==> src/rtl/pipe_pkg.sv <==
// Shared definitions for elastic pipeline stage registers.
// Contents: occupancy-state enum, MEM-stage widths, field offsets and packed
// payload views for the EX/MEM and MEM/WB bundles.
package pipe_pkg;

  // Entries held by a stage; the encoding doubles as the occupancy count.
  typedef enum logic [1:0] {
    PS_EMPTY = 2'd0,
    PS_ONE   = 2'd1,
    PS_TWO   = 2'd2
  } pipe_state_e;

  localparam int unsigned OCC_W = 2;

  // MEM stage bundle widths
  localparam int unsigned MEM_CTRL_W = 2;
  localparam int unsigned MEM_DATA_W = 68;

  // Control field bit positions
  localparam int unsigned CTRL_MEM_R_EN_BIT = 0;
  localparam int unsigned CTRL_WB_EN_BIT    = 1;

  // Data field offsets and widths
  localparam int unsigned DEST_W          = 4;
  localparam int unsigned WORD_W          = 32;
  localparam int unsigned DEST_LSB        = 0;
  localparam int unsigned MEM_RD_VAL_LSB  = DEST_LSB + DEST_W;
  localparam int unsigned ALU_RESULT_LSB  = MEM_RD_VAL_LSB + WORD_W;

  // Packed views matching the offsets above
  typedef struct packed {
    logic wb_en;
    logic mem_r_en;
  } mem_ctrl_t;

  typedef struct packed {
    logic [WORD_W-1:0] alu_result;
    logic [WORD_W-1:0] mem_read_value;
    logic [DEST_W-1:0] dest;
  } mem_data_t;

endpackage

==> src/rtl/pipe_skid_stage_if.sv <==
// Valid/ready handshake bundle carrying a control field and a data payload.
// master: producer (drives valid/ctrl/data, samples ready).
// slave : consumer (samples valid/ctrl/data, drives ready).
interface pipe_skid_stage_if
  import pipe_pkg::*;
#(
  parameter int unsigned CTRL_W = MEM_CTRL_W,
  parameter int unsigned DATA_W = MEM_DATA_W
) ();

  logic              valid;
  logic              ready;
  logic [CTRL_W-1:0] ctrl;
  logic [DATA_W-1:0] data;

  modport master (output valid, output ctrl, output data, input ready);
  modport slave  (input valid, input ctrl, input data, output ready);

endinterface

==> src/rtl/pipe_slot.sv <==
// Single pipeline entry: valid flag, control field and payload.
// Ports: clk, rst_n (async active-low), load_i (capture ctrl_i/data_i and set
// valid), clr_i (drop valid and zero ctrl, payload held; wins over load_i),
// valid_o/ctrl_o/data_o (registered entry contents).
module pipe_slot #(
  parameter int unsigned CTRL_W = 2,
  parameter int unsigned DATA_W = 68
) (
  input  logic              clk,
  input  logic              rst_n,
  input  logic              load_i,
  input  logic              clr_i,
  input  logic [CTRL_W-1:0] ctrl_i,
  input  logic [DATA_W-1:0] data_i,
  output logic              valid_o,
  output logic [CTRL_W-1:0] ctrl_o,
  output logic [DATA_W-1:0] data_o
);

  logic              valid_q;
  logic [CTRL_W-1:0] ctrl_q;
  logic [DATA_W-1:0] data_q;

  // Payload is never zeroed by clear so bubbles cost no data-path toggles.
  always_ff @(posedge clk or negedge rst_n) begin
    if (!rst_n) begin
      valid_q <= 1'b0;
      ctrl_q  <= '0;
      data_q  <= '0;
    end else if (clr_i) begin
      valid_q <= 1'b0;
      ctrl_q  <= '0;
    end else if (load_i) begin
      valid_q <= 1'b1;
      ctrl_q  <= ctrl_i;
      data_q  <= data_i;
    end
  end

  assign valid_o = valid_q;
  assign ctrl_o  = ctrl_q;
  assign data_o  = data_q;

endmodule

==> src/rtl/pipe_skid_stage.sv <==
// Elastic pipeline stage register with freeze, synchronous flush and an
// optional skid slot (SKID=1 registers the state term of in_ready).
// Ports: clk, rst (async active-low), freeze (hold everything), flush (kill
// held entries next cycle), in_if (upstream slave handshake), out_if
// (downstream master handshake; ctrl zeroed when not valid), occupancy
// (registered count of held entries).
module pipe_skid_stage
  import pipe_pkg::*;
#(
  parameter int unsigned CTRL_W = MEM_CTRL_W,
  parameter int unsigned DATA_W = MEM_DATA_W,
  parameter int unsigned SKID   = 1
) (
  input  logic             clk,
  input  logic             rst,
  input  logic             freeze,
  input  logic             flush,
  pipe_skid_stage_if.slave  in_if,
  pipe_skid_stage_if.master out_if,
  output logic [OCC_W-1:0] occupancy
);

  pipe_state_e state_q, state_d;

  logic              in_ready, in_fire, out_valid, out_fire;
  logic              head_valid, skid_valid;
  logic [CTRL_W-1:0] head_ctrl, skid_ctrl, head_ctrl_in;
  logic [DATA_W-1:0] head_data, skid_data, head_data_in;
  logic              head_load, head_clr, head_from_skid;
  logic              skid_load, skid_clr;

  // A full skid slot is exactly PS_TWO, so this term comes straight from a flop.
  assign in_ready = rst & ~freeze & ~flush &
                    ((SKID != 0) ? ~skid_valid : (~head_valid | out_if.ready));
  assign in_fire  = in_if.valid & in_ready;

  assign out_valid = head_valid & ~freeze & ~flush;
  assign out_fire  = out_valid & out_if.ready;

  assign in_if.ready  = in_ready;
  assign out_if.valid = out_valid;
  assign out_if.ctrl  = out_valid ? head_ctrl : '0;
  assign out_if.data  = head_data;
  assign occupancy    = OCC_W'(state_q);

  // State register
  always_ff @(posedge clk or negedge rst) begin
    if (!rst) state_q <= PS_EMPTY;
    else      state_q <= state_d;
  end

  // Next state and slot controls; flush beats freeze beats transfers.
  always_comb begin
    state_d        = state_q;
    head_load      = 1'b0;
    head_clr       = 1'b0;
    head_from_skid = 1'b0;
    skid_load      = 1'b0;
    skid_clr       = 1'b0;
    if (flush) begin
      state_d  = PS_EMPTY;
      head_clr = 1'b1;
      skid_clr = 1'b1;
    end else if (!freeze) begin
      case (state_q)
        PS_EMPTY: begin
          if (in_fire) begin
            state_d   = PS_ONE;
            head_load = 1'b1;
          end
        end
        PS_ONE: begin
          if (in_fire && out_fire) begin
            head_load = 1'b1;
          end else if (in_fire) begin
            // Only reachable with SKID=1; SKID=0 in_ready requires out_ready.
            state_d   = PS_TWO;
            skid_load = 1'b1;
          end else if (out_fire) begin
            state_d  = PS_EMPTY;
            head_clr = 1'b1;
          end
        end
        PS_TWO: begin
          if (out_fire) begin
            state_d        = PS_ONE;
            head_load      = 1'b1;
            head_from_skid = 1'b1;
            skid_clr       = 1'b1;
          end
        end
        default: state_d = PS_EMPTY;
      endcase
    end
  end

  // Head refills from skid when draining TWO, otherwise from upstream.
  assign head_ctrl_in = head_from_skid ? skid_ctrl : in_if.ctrl;
  assign head_data_in = head_from_skid ? skid_data : in_if.data;

  pipe_slot #(.CTRL_W(CTRL_W), .DATA_W(DATA_W)) u_head (
    .clk     (clk),
    .rst_n   (rst),
    .load_i  (head_load),
    .clr_i   (head_clr),
    .ctrl_i  (head_ctrl_in),
    .data_i  (head_data_in),
    .valid_o (head_valid),
    .ctrl_o  (head_ctrl),
    .data_o  (head_data)
  );

  generate
    if (SKID != 0) begin : g_skid
      pipe_slot #(.CTRL_W(CTRL_W), .DATA_W(DATA_W)) u_skid (
        .clk     (clk),
        .rst_n   (rst),
        .load_i  (skid_load),
        .clr_i   (skid_clr),
        .ctrl_i  (in_if.ctrl),
        .data_i  (in_if.data),
        .valid_o (skid_valid),
        .ctrl_o  (skid_ctrl),
        .data_o  (skid_data)
      );
    end else begin : g_no_skid
      assign skid_valid = 1'b0;
      assign skid_ctrl  = '0;
      assign skid_data  = '0;
    end
  endgenerate

endmodule
==> src/flat_wrapper.sv <==
// flat-port wrapper written by rule: the top's interface ports become plain ports
module pipe_skid_stage_flat import pipe_pkg::*;
#(
  parameter int unsigned CTRL_W = MEM_CTRL_W,
  parameter int unsigned DATA_W = MEM_DATA_W,
  parameter int unsigned SKID   = 1
)
  (clk, rst, freeze, flush, occupancy, in_if_valid, in_if_ctrl, in_if_data, in_if_ready, out_if_valid, out_if_ctrl, out_if_data, out_if_ready);
  pipe_skid_stage_if #(.CTRL_W(CTRL_W), .DATA_W(DATA_W)) in_if_i ();
  pipe_skid_stage_if #(.CTRL_W(CTRL_W), .DATA_W(DATA_W)) out_if_i ();
  input  logic clk;
  input  logic rst;
  input  logic freeze;
  input  logic flush;
  output logic [OCC_W-1:0] occupancy;
  input wire logic [$bits(in_if_i.valid)-1:0] in_if_valid;
  input wire logic [$bits(in_if_i.ctrl)-1:0] in_if_ctrl;
  input wire logic [$bits(in_if_i.data)-1:0] in_if_data;
  output wire logic [$bits(in_if_i.ready)-1:0] in_if_ready;
  output wire logic [$bits(out_if_i.valid)-1:0] out_if_valid;
  output wire logic [$bits(out_if_i.ctrl)-1:0] out_if_ctrl;
  output wire logic [$bits(out_if_i.data)-1:0] out_if_data;
  input wire logic [$bits(out_if_i.ready)-1:0] out_if_ready;
  assign in_if_i.valid = in_if_valid;
  assign in_if_i.ctrl = in_if_ctrl;
  assign in_if_i.data = in_if_data;
  assign in_if_ready = in_if_i.ready;
  assign out_if_valid = out_if_i.valid;
  assign out_if_ctrl = out_if_i.ctrl;
  assign out_if_data = out_if_i.data;
  assign out_if_i.ready = out_if_ready;
  pipe_skid_stage #(.CTRL_W(CTRL_W), .DATA_W(DATA_W), .SKID(SKID)) u_core (.clk(clk), .rst(rst), .freeze(freeze), .flush(flush), .in_if(in_if_i), .out_if(out_if_i), .occupancy(occupancy));
endmodule
==> config.mk <==
export PLATFORM = sky130hd
export DESIGN_NAME = pipe_skid_stage_flat
export DESIGN_NICKNAME = d
export VERILOG_FILES = /design/src/rtl/pipe_pkg.sv /design/src/rtl/pipe_skid_stage_if.sv /design/src/rtl/pipe_slot.sv /design/src/rtl/pipe_skid_stage.sv /design/src/flat_wrapper.sv
export SDC_FILE = /design/constraint.sdc
export NUM_CORES = 1
export LEC_CHECK = 0
export BUFFER_PORTS_ARGS = -buffer_cell sky130_fd_sc_hd__buf_2
export CAP_MARGIN = 20
export CORE_ASPECT_RATIO = 2
export CORE_UTILIZATION = 30
export DETAILED_ROUTE_END_ITERATION = 16
export PLACE_DENSITY = 0.49
export SLEW_MARGIN = 30
export SYNTH_ARGS = -nofsm -noshare
export SYNTH_HDL_FRONTEND = slang
export SYNTH_SLANG_ARGS = --single-unit
==> constraint.sdc <==
create_clock -name clk -period 1.8 [get_ports clk]
set_clock_uncertainty 0.15 [all_clocks]
set_input_delay 0.09 -clock clk [delete_from_list [all_inputs] [get_ports clk]]
set_output_delay 0.09 -clock clk [all_outputs]
set_load 0.1 [all_outputs]
; Word level (Yosys, flattened, before mapping)
; Index checks and enable logic that the tools add are counted.
; Widths: inputs -> output; s select.
[totals]
regBits = 144
[op_classes]
eq_ne = 7
mux = 38
n_bitwise = 12
reduce_logical = 7
[op_table]
columns = cell, count
row1 = $mux 68, 1
row2 = $mux 2, 13
row3 = $mux 1, 22
row4 = $and 1x1->1, 7
row5 = $ne 3x2->1 const B, 2
row6 = $pmux 2 s3, 1
row7 = $not 1->1, 5
row8 = $reduce_and 5->1, 1
row9 = $ne 4x2->1 const B, 1
row10 = $reduce_and 2->1, 2
row11 = $reduce_bool 2->1, 2
row12 = $ne 3x3->1 const B, 1
row13 = $pmux 1 s3, 1
row14 = $eq 2x1->1 const B, 1
row15 = $eq 2x2->1 const B, 1
row16 = $logic_not 2->1, 1
row17 = $ne 2x1->1 const B, 1
row18 = $logic_and 1x1->1, 1

; Logic depth before layout (Yosys ltp)
[logic_depth]
ltp_word = 12
ltp_mapped = 7

; Modules after synthesis
; Synthesis repeated with hierarchy kept, for this count alone.
[unflattened]
cells_unflattened = 417
hier_area_um2 = 6892.9
[modules_own_cells]
columns = module, n_inst, cells_each, area_each_um2
row1 = pipe_slot, 2, 154, 2762.6
row2 = pipe_skid_stage, 1, 109, 1367.6

; Least setup slack after synthesis
; No wires, ideal clock.
[synth_path]
kind = reg2reg
start = register u_core.g_skid.u_skid.valid_q (netlist: u_core.g_skid.u_skid.valid_o)
end = register u_core.u_head.data_q[57] (netlist: u_core.u_head.data_o[57])
setup_ns = 0.125
arrival_ns = 2.701
path_slack_ns = -1.177
stages_incl_launch_ff = 6
synth_period_minus_slack_ns = 2.977
cell_sequence = dfrtp_1 nor4b_4 a22oi_1 o22ai_2 buf_2 mux2_2
[synth_between]
elab_chain_len = 10
elab_cells_between_ends = 16
cone_classes = mux: 10 / bitwise: 4 / reduce/logical: 2
[synth_lines]
columns = item, line_no
row1 = start: declaration, pipe_slot.sv:20  ; logic valid_q;
row2 = start signal: assignment, pipe_slot.sv:27  ; valid_q <= 1'b0;
row3 = start signal: assignment, pipe_slot.sv:31  ; valid_q <= 1'b0;
row4 = start signal: assignment, pipe_slot.sv:34  ; valid_q <= 1'b1;
row5 = $not 1->1 *, pipe_skid_stage.sv:34  ; ((SKID != 0) ? ~skid_valid : (~head_valid | out_if.ready));
row6 = $and 1x1->1 *, pipe_skid_stage.sv:33  ; assign in_ready = rst & ~freeze & ~flush &
row7 = named net in_if_ready, flat_wrapper.sv:19  ; output wire logic [$bits(in_if_i.ready)-1:0] in_if_ready;
row8 = $and 1x1->1 *, pipe_skid_stage.sv:35  ; assign in_fire = in_if.valid & in_ready;
row9 = $mux 1 / $logic_and 1x1->1 (equally long branches), "pipe_skid_stage.sv:75, pipe_skid_stage.sv:73"
row10 = $mux 1, pipe_skid_stage.sv:73  ; if (in_fire && out_fire) begin
row11 = $mux 1, pipe_skid_stage.sv:65  ; case (state_q)
row12 = $mux 1, pipe_skid_stage.sv:64  ; end else if (!freeze) begin
row13 = $mux 1, pipe_skid_stage.sv:60  ; if (flush) begin
row14 = $not 1->1 (no line), n/a
row15 = $reduce_and 2->1 (no line) *, n/a
row16 = end signal: assignment, pipe_slot.sv:36  ; data_q <= data_i;
row17 = end: declaration, pipe_slot.sv:22  ; logic [DATA_W-1:0] data_q;
; Mark *: on every way through the listed nets, which the timed path passes. The rest lies on a longest branch.
; A chain may end at the register's enable or synchronous reset.

; Worst setup path in the final report
[layout_path]
start = register u_core.g_skid.u_skid.valid_q (netlist: u_core.g_skid.u_skid.valid_o)
end = register u_core.u_head.data_q[8] (netlist: u_core.u_head.data_o[8])
[layout_between]
elab_chain_len = 10
elab_cells_between_ends = 16
cone_classes = mux: 10 / bitwise: 4 / reduce/logical: 2
[layout_lines]
columns = item, line_no
row1 = $not 1->1 *, pipe_skid_stage.sv:34
row2 = $and 1x1->1 *, pipe_skid_stage.sv:33
row3 = $and 1x1->1 *, pipe_skid_stage.sv:35
row4 = $mux 1 / $logic_and 1x1->1 (equally long branches), "pipe_skid_stage.sv:75, pipe_skid_stage.sv:73"
row5 = $mux 1, pipe_skid_stage.sv:73
row6 = $mux 1, pipe_skid_stage.sv:65
row7 = $mux 1, pipe_skid_stage.sv:64
row8 = $mux 1, pipe_skid_stage.sv:60
row9 = $not 1->1 (no line), n/a
row10 = $reduce_and 2->1 (no line) *, n/a
; Every way passes the cells marked *; elsewhere a longest branch is shown, timed or not.

==> impl_metrics.py <==
metrics = {
    "status": {
        "status": "complete, but fails checks",
        "failed_checks": "negative setup slack",
    },
    "place": {
        "portBuffers": 149,
        "gp_congestion": 0.777,
        "pre_cts_ws_ns": -0.322,
        "dp_hpwl_mm": 10.0,
        "placed_area_um2": 7810,
    },
    "finish": {
        "final_common_cell": "buf_2",
        "area_delta_synth_final_pct": 55.3,
        "antennaDiodeCount": 0,
        "layout_common_cells": "buf_2 (147), dfrtp_1 (144), mux2_4 (91), mux2_1 (77), dlygate4sd3_1 (73)",
        "drive_above_1_share_pct": 53.2,
        "nets": 760,
        "design_area_um2": 9800,
    },
    "clock_tree": {
        "clock_latency_ns": 0.42,
        "clock_path_buffers": 2,
        "ctsHtreeMaxLevel": 4,
        "tritoncts": "built",
        "root_buffer": "clkbuf_16",
        "clock_sinks": 144,
        "cts_buffers": 17,
        "clk_pin_slew_ns": 0.06,
    },
    "pwr": {
        "p_sw_share_pct": 39.4,
        "leakagePower_uw": 0.00501,
        "power_density_nw_per_um2": 1100,
        "p_seq_share_pct": 35.2,
        "irDropWorstVdd_uv": 637,
        "p_sw_uw": 4260,
        "p_comb_share_pct": 32.3,
        "power_frac_clock_pct": 32.5,
        "p_int_uw": 6550,
    },
    "grt": {
        "grt_pass1_vias": 5111,
        "grt-ovfl-total": 0,
        "grt_util_all_layers_pct": 16.9,
        "grt_antenna_before_repair": 0,
        "grt_pass1_wl_mm": 27.8,
        "grt_max_degree": 119,
    },
    "synthesis": {
        "avgSynthCellArea_um2": 15.2,
        "async_flop_share_pct": 100,
        "synth_adder_area_share_pct": 0,
        "syn-cell-area_um2": 6310,
        "ys.warnings.count": 0,
        "syn-num-nets": 490,
        "yosysUniqueCellTypes": 28,
        "netlist_instances": 414,
        "synth_top_family_by_area": "multiplexers",
        "ys.flop_type": "dfrtp_1",
        "synthMuxAreaShare_pct": 37.1,
        "synth_compound_area_share_pct": 1.39,
        "synth_xor_area_share_pct": 0,
        "ys_seq_area_share_pct": 57.1,
        "synth_seq_cells": 144,
        "yosys.area_share.simple_pct": 2.28,
        "synth-edff-count": 0,
    },
    "job": {
        "cap_violations": 0,
    },
    "drt": {
        "ant_nets": 0,
        "drt_drc_violations_left": 0,
        "drtPass1Iterations": 4,
        "first_iter_violations": 96,
        "post_drt_via_cell_ratio": 4.59,
        "totalWireLength_mm": 17.0,
        "vias": 4417,
        "routedWlPerCell_um": 17.7,
    },
    "floorplan": {
        "initial_utilization_pct": 30.7,
        "ios": 150,
        "die_w_um": 105,
        "std_cell_rows": 74,
        "die_y_um": 207,
        "die_area_um2": 21600,
        "core_area_um2": 20600,
    },
    "min_path": {
        "hold-path-cell-count": 4,
        "worstHoldStart": "flush",
        "hold_path.class": "input pin to flop",
    },
    "timing": {
        "fmax_mhz": 466,
        "finalSetupViolations": 145,
        "hold_ws_ns": 0.0381,
        "slew_headroom_pct": 56.7,
        "drv_slew": 0,
        "period_needed_ns": 2.14,
        "tightestPinTransition_ns": 0.649,
        "hold_viol": 0,
        "min_period_over_period_pct": 119,
        "rsz0062_at_grt": "yes",
        "final.setup.worst_slack_ns": -0.344,
    },
    "worst_setup_path": {
        "worstPathCellList": "nor4b_4, buf_4, a22oi_2, o22ai_4, buf_12, buf_12, mux2_2",
        "critPathRequiredTime_ns": 1.95,
        "cpMostUsedCell": "buf_12",
        "cp_slowest_cell": "dfrtp_1",
        "worstReg2RegStart": "u_core.g_skid.u_skid.valid_o",
        "crit_type": "flop to flop",
        "slowest_delay_ns": 0.43,
        "end_kind": "flop",
        "worstRegToRegCells": 7,
        "start_kind": "flop",
        "path_max_fanout": 16,
        "arrival_ns": 2.30,
        "worstSetupStartpoint": "u_core.g_skid.u_skid.valid_o",
    },
}
==> final cells by class <==
| type | count | area (um^2) |
|---|---|---|
| inverters | 5 | 18.8 |
| well taps | 266 | 333 |
| clock buffers | 23 | 478 |
| multi-input cells | 241 | 2980 |
| clock inverters | 9 | 108 |
| fillers | 1870 | 10800 |
| repair buffers | 275 | 2270 |
| flip-flops and latches | 144 | 3600 |
==> final timing paths <==
check	endpoint	slack [ns]
worst min register to register	u_core.u_head.data_o[25]	0.33
max in group asynchronous	u_core.u_head.data_o[61]	0.43
worst min-delay path	u_core.u_head.valid_o	0.04
min in group asynchronous	u_core.u_head.data_o[40]	0.09
worst max register to register	u_core.u_head.data_o[8]	-0.34
worst max-delay path	u_core.u_head.data_o[8]	-0.34
==> cell families after synthesis <==
group / Yosys count
multiplexers: 208
buffers and inverters: 29
AND/OR/NAND/NOR: 21
AO/OA/AOI/OAI: 12
flip-flops: 144
==> routing by layer <==
| layer | GRT usage [%] | up-vias | share of wire [%] |
|---|---|---|---|
| met4 | 6.75 | 0 | 2.0 |
| met5 | 0 | - | 0 |
| met2 | 30.1 | 101 | 55 |
| met3 | 3.49 | 19 | 2.9 |
| li1 | - | 2037 | - |
| met1 | 19.4 | 2260 | 40 |
==> cell usage after synthesis (3+ instances only) <==
cell        n  share of area (%)
mux2i_1     4               0.63
mux2_2     54                9.6
nor2_1      3               0.18
a21oi_1     3               0.24
and3_1      3               0.30
mux2_1    150                 27
nand2_1     4               0.24
dfrtp_1   144                 57
buf_2      20                1.6
inv_1       5               0.30
clkbuf_1    4               0.24
nand3_1     3               0.24
==> power by group through the flow <==
stage          Sequential [uW]  Combinational, uW  Clock [uW]
6_report                  3810               3490        3510
5_1_grt                   3850               3600        3750
4_1_cts                   3810               3490        3620
3_5_place_dp              3860               3290           0
3_3_place_gp              3850               3250           0
2_1_floorplan             6030                429           0
==> flip-flops by register name, summed over array words and instances (netlist names) <==
name                          count
u_core.occupancy                  2
u_core.u_head.data_o             68
u_core.u_head.valid_o             1
u_core.g_skid.u_skid.valid_o      1
u_core.g_skid.u_skid.data_o      68
u_core.g_skid.u_skid.ctrl_o       2
u_core.u_head.ctrl_o              2
==> critical path, delay by kind of cell, from the launching register on <==
kind,cells,cell delay (ns)
buf+inv,3,0.50
flops,1,0.43
mux,1,0.34
compound gates,2,0.30
simple gates,1,0.29
==> stage by stage <==
stage / std cells / power [uW] / setup TNS [ns] / utilization [%]
floorplan: 414 / 6460 / -153.06 / -
global placement: 832 / 7110 / -38.94 / 38.0
detailed placement: 832 / 7150 / -38.97 / 38.0
CTS: 965 / 10900 / -31.15 / 47.8
global route: 963 / 11200 / -43.16 / 47.7
finish: 963 / 10800 / -35.61 / 47.7
==> timing repair <==
action                                  in CTS  in global routing
hold buffers                                73                  0
endpoints found under the setup margin     144                145
gates cloned                                10                  1
endpoints found under the hold margin      168                  0
gates resized for setup                     60                 15
pin swaps                                    1                  2
buffers inserted                            19                  3
Power figures use the tool's default switching activity.
